<file path="src/rtl/vigna_m_pkg.sv">
// Shared decode constants and state encoding for the RV32M dispatch stage.
package vigna_m_pkg;

  localparam logic [6:0] OPC_OP    = 7'b0110011;
  localparam logic [6:0] F7_MULDIV = 7'b0000001;

  localparam logic [2:0] F_MUL    = 3'd0;
  localparam logic [2:0] F_MULH   = 3'd1;
  localparam logic [2:0] F_MULHSU = 3'd2;
  localparam logic [2:0] F_MULHU  = 3'd3;
  localparam logic [2:0] F_DIV    = 3'd4;
  localparam logic [2:0] F_DIVU   = 3'd5;
  localparam logic [2:0] F_REM    = 3'd6;
  localparam logic [2:0] F_REMU   = 3'd7;

  localparam logic [1:0] S_IDLE  = 2'd0;
  localparam logic [1:0] S_ISSUE = 2'd1;
  localparam logic [1:0] S_DRAIN = 2'd2;
  localparam logic [1:0] S_WB    = 2'd3;

  function automatic logic is_rv32m(input logic [31:0] instr);
    return (instr[6:0] == OPC_OP) && (instr[31:25] == F7_MULDIV);
  endfunction

endpackage

</file>
<file path="src/rtl/vigna_m_dispatch.sv">
// RV32M issue/writeback stage in front of the vigna_m_ext coprocessor.
// Holds operands stable for the whole coprocessor operation and offers the
// result on a writeback handshake; handles flush, illegal ops and the
// zero-operand multiply bypass.
module vigna_m_dispatch
  import vigna_m_pkg::*;
#(
  parameter int unsigned ZERO_BYPASS = 1
) (
  input  logic        clk,
  input  logic        resetn,
  input  logic        in_valid,
  output logic        in_ready,
  input  logic [31:0] in_instr,
  input  logic [31:0] in_rs1,
  input  logic [31:0] in_rs2,
  input  logic [2:0]  in_tag,
  input  logic        flush,
  output logic        cp_valid,
  input  logic        cp_ready,
  output logic [2:0]  cp_func,
  output logic [2:0]  cp_id,
  output logic [31:0] cp_op1,
  output logic [31:0] cp_op2,
  input  logic [31:0] cp_result,
  output logic        wb_valid,
  input  logic        wb_ready,
  output logic [4:0]  wb_rd,
  output logic [31:0] wb_data,
  output logic [2:0]  wb_tag,
  output logic        illegal,
  output logic        busy
);

  logic [1:0]  state_q, state_d;
  logic [2:0]  func_q, func_d;
  logic [2:0]  tag_q, tag_d;
  logic [31:0] op1_q, op1_d;
  logic [31:0] op2_q, op2_d;
  logic [4:0]  rd_q, rd_d;
  logic [31:0] data_q, data_d;
  logic        illegal_q, illegal_d;

  logic        dec_is_m;
  logic [2:0]  dec_func;
  logic [4:0]  dec_rd;
  logic        accept;
  logic        bypass_hit;
  logic        unused_instr_bits;

  assign dec_is_m          = is_rv32m(in_instr);
  assign dec_func          = in_instr[14:12];
  assign dec_rd            = in_instr[11:7];
  assign unused_instr_bits = ^in_instr[24:15];

  assign in_ready   = (state_q == S_IDLE) && !flush;
  assign accept     = in_valid && in_ready;
  // Multiplies (func[2]==0) with a zero operand have a known result of 0.
  assign bypass_hit = (ZERO_BYPASS != 0) && !dec_func[2] &&
                      ((in_rs1 == '0) || (in_rs2 == '0));

  // Next-state and holding-register update for the dispatch FSM.
  always_comb begin
    state_d   = state_q;
    func_d    = func_q;
    tag_d     = tag_q;
    op1_d     = op1_q;
    op2_d     = op2_q;
    rd_d      = rd_q;
    data_d    = data_q;
    illegal_d = 1'b0;
    case (state_q)
      S_IDLE: begin
        if (accept) begin
          if (!dec_is_m) begin
            illegal_d = 1'b1;
          end else if (dec_rd != '0) begin
            func_d = dec_func;
            tag_d  = in_tag;
            op1_d  = in_rs1;
            op2_d  = in_rs2;
            rd_d   = dec_rd;
            if (bypass_hit) begin
              data_d  = '0;
              state_d = S_WB;
            end else begin
              state_d = S_ISSUE;
            end
          end
        end
      end
      S_ISSUE: begin
        if (cp_ready) begin
          if (flush) begin
            state_d = S_IDLE;
          end else begin
            data_d  = cp_result;
            state_d = S_WB;
          end
        end else if (flush) begin
          state_d = S_DRAIN;
        end
      end
      // The coprocessor cannot abort: wait out its completion, drop result.
      S_DRAIN: begin
        if (cp_ready) state_d = S_IDLE;
      end
      S_WB: begin
        if (wb_ready || flush) state_d = S_IDLE;
      end
      default: state_d = S_IDLE;
    endcase
  end

  // State and holding registers, cleared by the shared coprocessor reset.
  always_ff @(posedge clk or negedge resetn) begin
    if (!resetn) begin
      state_q   <= S_IDLE;
      func_q    <= '0;
      tag_q     <= '0;
      op1_q     <= '0;
      op2_q     <= '0;
      rd_q      <= '0;
      data_q    <= '0;
      illegal_q <= 1'b0;
    end else begin
      state_q   <= state_d;
      func_q    <= func_d;
      tag_q     <= tag_d;
      op1_q     <= op1_d;
      op2_q     <= op2_d;
      rd_q      <= rd_d;
      data_q    <= data_d;
      illegal_q <= illegal_d;
    end
  end

  assign cp_valid = (state_q == S_ISSUE) || (state_q == S_DRAIN);
  assign wb_valid = (state_q == S_WB);
  assign busy     = (state_q != S_IDLE);
  assign illegal  = illegal_q;
  assign cp_func  = func_q;
  assign cp_id    = tag_q;
  assign cp_op1   = op1_q;
  assign cp_op2   = op2_q;
  assign wb_rd    = rd_q;
  assign wb_data  = data_q;
  assign wb_tag   = tag_q;

endmodule

</file>
<file path="config.mk">
export PLATFORM = sky130hd
export DESIGN_NAME = vigna_m_dispatch
export DESIGN_NICKNAME = d
export VERILOG_FILES = /design/src/rtl/vigna_m_pkg.sv /design/src/rtl/vigna_m_dispatch.sv
export SDC_FILE = /design/constraint.sdc
export NUM_CORES = 1
export LEC_CHECK = 0
export CORE_MARGIN = 4
export CORE_UTILIZATION = 30
export CTS_CLUSTER_DIAMETER = 120
export CTS_CLUSTER_SIZE = 25
export DETAILED_ROUTE_END_ITERATION = 12
export GPL_ROUTABILITY_DRIVEN = 0
export SLEW_MARGIN = 20
export SYNTH_ARGS = -nofsm -noshare
export SYNTH_HDL_FRONTEND = slang
export SYNTH_SLANG_ARGS = --single-unit
</file>
<file path="constraint.sdc">
create_clock -name clk -period 2.5 [get_ports clk]
set_input_delay 0.5 -clock clk [delete_from_list [all_inputs] [get_ports clk]]
set_output_delay 0.5 -clock clk [all_outputs]
set_load 0.01 [all_outputs]
</file>
# Word-level counts from Yosys, hierarchy flattened

Cells that the tools add are included.
W data, S select, Z words.

Word-level logic and storage cells: 60
Output and inout bits: 115
Bits of input ports: 137
Register bits after elaboration: 110

Reductions and logical operators: 18
Mux-type cells: 20
Equality and inequality tests: 14

Operators by type and width:

| operator             | count |
|---|---|
| $mux W32             | 6 |
| $logic_not A32 Y1    | 2 |
| $pmux W32 S2         | 1 |
| $mux W2              | 9 |
| $ne A2 B2 Y1 const B | 6 |
| $pmux W2 S4          | 1 |
| $eq A7 B1 Y1 const B | 1 |
| $eq A7 B6 Y1 const B | 1 |
| $reduce_and A7 Y1    | 1 |
| $reduce_and A6 Y1    | 1 |
| $reduce_bool A5 Y1   | 1 |
| $eq A2 B2 Y1 const B | 2 |
| $logic_and A1 B1 Y1  | 4 |
| $ne A2 B1 Y1 const B | 2 |
| $reduce_and A4 Y1    | 1 |
| $reduce_bool A2 Y1   | 2 |
| $logic_or A1 B1 Y1   | 3 |
| $mux W1              | 3 |
| $ne A3 B3 Y1 const B | 1 |
| $eq A2 B1 Y1 const B | 1 |
| $logic_not A1 Y1     | 2 |
| $logic_not A2 Y1     | 1 |

# Logic depth before layout (Yosys ltp)

Depth in word-level cells: 8
Mapped depth: 9
Gate-level depth less buffers: 7

# Worst setup path before layout

OpenSTA, ideal clock, no wires.

Kind: register to register
Start point: register state_q[0]
End point: register op2_q[10], in the netlist cp_op2[10]
Setup slack: 0.146 ns
Data required time: 2.375 ns
Clock period less this slack: 2.354 ns
Path buffers: 2
Arrival time: 2.230 ns
Library setup time: 0.125 ns
Stages on the path, launching flop included: 9
Cells stage by stage: dfrtp_1 > inv_1 > ha_1 > nor2b_1 > nand2_1 > a2111oi_4 > buf_2 > buf_4 > mux2_2

Word-level cells in the longest chain between the ends: 4

RTL lines:

| what                        | RTL line                | source |
|---|---|---|
| start: declaration          | vigna_m_dispatch.sv:35  | `logic [1:0] state_q, state_d;` |
| start signal: assignment    | vigna_m_dispatch.sv:127 | `state_q <= state_d;` |
| $logic_not A2 Y1            | vigna_m_dispatch.sv:56  | `assign in_ready = (state_q == S_IDLE) && !flush;` |
| $logic_and A1 B1 Y1         | vigna_m_dispatch.sv:56  |  |
| named net in_ready          | vigna_m_dispatch.sv:13  | `output logic in_ready,` |
| $logic_and A1 B1 Y1         | vigna_m_dispatch.sv:57  | `assign accept = in_valid && in_ready;` |
| $reduce_and A4 Y1 (no line) | n/a                     |  |
| end signal: assignment      | vigna_m_dispatch.sv:131 | `op2_q <= op2_d;` |
| end: declaration            | vigna_m_dispatch.sv:39  | `logic [31:0] op2_q, op2_d;` |

The timed path passes the listed nets, and every way through them passes these cells.
A chain may end at the register's enable or synchronous reset.

# Final worst setup path

Start point: input in_instr[26]
End point: register data_q[26], in the netlist wb_data[26]

Word-level cells in the longest chain between the ends: 4

RTL lines:

| what                        | RTL line                | source |
|---|---|---|
| start: declaration          | vigna_m_dispatch.sv:14  | `input logic [31:0] in_instr,` |
| $eq A7 B1 Y1                | vigna_m_pkg.sv:22       | `return (instr[6:0] == OPC_OP) && (instr[31:25] == F7_MULDIV);` |
| $logic_and A1 B1 Y1         | vigna_m_pkg.sv:22       |  |
| $ne A2 B2 Y1 (no line)      | n/a                     |  |
| $reduce_and A7 Y1 (no line) | n/a                     |  |
| end signal: assignment      | vigna_m_dispatch.sv:133 | `data_q <= data_d;` |
| end: declaration            | vigna_m_dispatch.sv:41  | `logic [31:0] data_q, data_d;` |

Every way passes these cells.

==> flow_summary.rst <==
.. list-table::
   :header-rows: 1

   * - Metric
     - Value
   * - P&R area growth vs syn
     - 68.6%
   * - Slack of the worst reg-to-reg path
     - 0.25 ns
   * - Count of mapped cells out of synthesis
     - 366
   * - Average instance area after synthesis
     - 12.5 um2
   * - Die span in y
     - 132 um
   * - FP Rows
     - 44
   * - Via count of the first global-routing pass
     - 4091
   * - Vias post-DR
     - 3827
   * - Class of the worst hold path
     - primary input to asynchronous set/reset pin
   * - Cell Count, Final, Fillers Out
     - 804
   * - Number of iterations in the first detailed-routing pass
     - 4
   * - Hold violation total from the final report
     - 0
   * - Part of the Yosys area used for sequential elements
     - 0.600
   * - Placed insts
     - 787
   * - Share of Yosys cell area claimed by the top area cell type
     - 0.600
   * - Top library cells by usage in the layout, fill and taps aside
     - sky130_fd_sc_hd__clkdlybuf4s50_1, sky130_fd_sc_hd__dfrtp_1, sky130_fd_sc_hd__nand2_1
   * - DRC violations left
     - 0
   * - P_sw
     - 1.47 mW
   * - Leading area contributor after synthesis
     - sky130_fd_sc_hd__dfrtp_1
   * - ANT nets after route
     - 0
   * - Leakage power figure
     - 3.42 nW
   * - Maximum number of pins on one net before global-route repair
     - 45
   * - Deepest level of the CTS H-tree
     - 3
   * - Most common cell after layout, fill and taps aside
     - sky130_fd_sc_hd__clkdlybuf4s50_1
   * - Reg-to-Reg Start
     - state_q[1]$_DFFE_PN0P_
   * - Post-synthesis register bit count
     - 110
   * - Primary FF master, synth
     - sky130_fd_sc_hd__dfrtp_1
   * - Wire length reported by the detailed router
     - 14.4 mm
   * - Post-layout nets
     - 757
   * - Warnings, synthesis
     - 0
   * - Die ar.
     - 17300 um2
   * - I/O Buffers
     - 241
   * - Total area of sequential cells
     - 2750 um2
   * - Count of flip-flops with a built-in enable after synthesis
     - 0
   * - Detail-routed net length per standard cell
     - 18.0 um
   * - Count of final max-slew check failures
     - 0
   * - Stage delay of the slowest cell on the critical path
     - 0.44 ns
   * - Die X-Extent
     - 132 um
   * - Number of hold buffers added after CTS
     - 0
   * - Share of async-settable or async-resettable flops after synthesis
     - 1.00
   * - Ratio of cells with drive above 1 in the final layout
     - 0.174
   * - Power share of the clock group
     - 0.308
   * - Period Utilization, post-route
     - 0.950
   * - Cell family contributing the most delay on the critical path
     - buffers and inverters
   * - Post-synthesis cell area
     - 4590 um2
   * - Core box area
     - 14800 um2
   * - Clock latency at the later pin of the worst-skew pair
     - 0.34 ns
   * - Worst setup path start
     - in_instr[26]
   * - Bufs and invs on worst path
     - 3
   * - Cell-internal power
     - 3.91 mW
   * - Global-route wire length before repair
     - 23.0 mm
   * - Antenna Cells
     - 0
   * - Post-layout util
     - 0.524
   * - Clock-pin slew on the worst setup and hold paths
     - 0.07 ns
   * - Max Cap Violations
     - 0
   * - CTS tree
     - done
   * - Worst supply voltage drop on vdd
     - 0.466 mV
   * - Switching portion of total power
     - 0.273
   * - Aggregate global routing overflow
     - 0
   * - Final Setup Violations
     - 0
   * - Overall Global Routing Usage
     - 0.166
   * - Worst-path cell with the longest stage delay
     - sky130_fd_sc_hd__a2111oi_4
   * - Worst slew margin relative to its limit
     - 0.683
   * - Area of the multi-input gates
     - 1690 um2
   * - Number of antenna violations at the first check in global routing
     - 0
   * - First-iteration detailed-routing DRC count
     - 121
   * - Ports placed on the boundary
     - 252
   * - Crit start category
     - primary input
   * - Run status
     - finished clean
   * - Number of buffers between clock root and the deepest sink
     - 2
   * - Cell-by-cell trace of the critical path
     - clkdlybuf4s50_1 -> nor4bb_1 -> nand2_1 -> a2111oi_4 -> buf_12 -> and4_1 -> buf_12 -> o22ai_1
   * - Type of the worst setup path
     - primary input to flip-flop
   * - Clock buffer count from CTS
     - 9
   * - Final period demand of the worst path
     - 2.38 ns
   * - Synth Net Count
     - 508
   * - Worst EP required
     - 2.72 ns
   * - Part of the power in registers
     - 0.399
   * - Worst-margin pin slew
     - 0.475 ns
   * - Cell repeated most along the worst path
     - sky130_fd_sc_hd__buf_12
   * - Detailed-placement wirelength estimate
     - 11.2 mm
   * - Power density over cell area
     - 695 nW/um2
   * - Largest fanout on the critical path
     - 32
   * - Cell types with the largest area share after synthesis
     - sky130_fd_sc_hd__dfrtp_1, sky130_fd_sc_hd__mux2_2, sky130_fd_sc_hd__nand2_1
   * - Logic gate share of total power
     - 0.293
   * - Arrival time worst endpoint
     - 2.60 ns
   * - Per-cell via count in the routed design
     - 4.76
   * - Worst clock skew on the final layout
     - 0.00532 ns
   * - Fmax
     - 421 MHz
   * - Final setup TNS
     - 0 ns
   * - Number of fill cells in the layout
     - 1273
   * - Category of the worst setup path capture point
     - flip-flop
   * - Clock sink count
     - 110
   * - CTS Root Buffer Type
     - sky130_fd_sc_hd__clkbuf_16
   * - Count of distinct cell types in the synthesized netlist
     - 27
   * - Starting density of the core
     - 0.311
## final timing paths
check / to / depth (start not counted)
setup / recovery: wb_data[26]$_DFFE_PN0P_ / 8
hold / removal: cp_op2[5]$_DFFE_PN0P_ / 1
setup reg to reg: wb_data[26]$_DFFE_PN0P_ / 9
hold reg to reg: cp_op1[8]$_DFFE_PN0P_ / 1
max in group asynchronous: cp_op2[15]$_DFFE_PN0P_ / 2
min in group clk: cp_op1[8]$_DFFE_PN0P_ / 1
## synthesized netlist by cell type, types with 4 or more instances
| master | number |
|---|---|
| sky130_fd_sc_hd__buf_4 | 8 |
| sky130_fd_sc_hd__mux2_1 | 11 |
| sky130_fd_sc_hd__nand2_1 | 69 |
| sky130_fd_sc_hd__nor2_1 | 5 |
| sky130_fd_sc_hd__buf_2 | 6 |
| sky130_fd_sc_hd__nand4_1 | 4 |
| sky130_fd_sc_hd__dfrtp_1 | 110 |
| sky130_fd_sc_hd__ha_1 | 5 |
| sky130_fd_sc_hd__nor4_1 | 17 |
| sky130_fd_sc_hd__inv_1 | 6 |
| sky130_fd_sc_hd__clkbuf_1 | 11 |
| sky130_fd_sc_hd__o22ai_1 | 33 |
| sky130_fd_sc_hd__mux2_2 | 66 |
## what timing repair did
action	in CTS	in global routing
endpoints found under the hold margin	0	0
resized for setup	1	1
pin swaps	0	1
cloned	0	0
setup endpoints to repair	32	81
setup buffers	0	1
## stage by stage
| step | instance area [um2] | power (mW) | hold slack, ns | setup slack (ns) |
|---|---|---|---|---|
| 6_report | 7740 | 5.38 | 0.108 | 0.124 |
| 5_1_grt | 7740 | 5.69 | 0.142 | -0.00794 |
| 4_1_cts | 7730 | 5.46 | 0.113 | 0.0570 |
| 3_5_place_dp | 7370 | 3.76 | 0.474 | -0.266 |
| 3_3_place_gp | 7370 | 3.74 | 0.469 | -0.212 |
| 2_1_floorplan | 4590 | 2.81 | 0.204 | 0.146 |
## sequential cells by signal, indices dropped and copies added, names as in the netlist
name and flops:
wb_rd 5, state_q 2, cp_op1 32, cp_func 3, illegal 1, cp_op2 32, cp_id 3, wb_data 32
## power by group through the flow
stage | Sequential, mW | Clock (mW) | Combinational (mW)
2_1_floorplan | 2.25 | 0 | 0.554
6_report | 2.14 | 1.66 | 1.57
4_1_cts | 2.14 | 1.72 | 1.60
3_5_place_dp | 2.17 | 0 | 1.59
3_3_place_gp | 2.17 | 0 | 1.57
5_1_grt | 2.18 | 1.78 | 1.73
## routing by layer
metal / GRT usage / routed length [um] / vias up
met5: 0 / 0 / -
met4: 0.0543 / 248 / 0
met3: 0.0512 / 1020 / 17
met2: 0.269 / 6810 / 166
met1: 0.212 / 6370 / 1843
li1: - / - / 1801
## layout make-up
cell class / count / share of cell area
multi-input combinational: 225 / 0.219
timing repair buffer: 263 / 0.348
clock inverter: 3 / 0.0116
sequential: 110 / 0.356
inverter: 6 / 0.00291
clock buffer: 13 / 0.0336
tap: 184 / 0.0298
## cell families (layout without fill, tap and decap cells)
group,Yosys count,count (layout),synth area share
AO/OA/AOI/OAI,39,39,0.0595
flip-flops,110,110,0.600
AND/OR/NAND/NOR,104,104,0.104
multiplexers,77,77,0.189
buffers and inverters,31,285,0.0335
adder cells (fa/ha/maj),5,5,0.0136
Power figures use the tool's default switching activity.
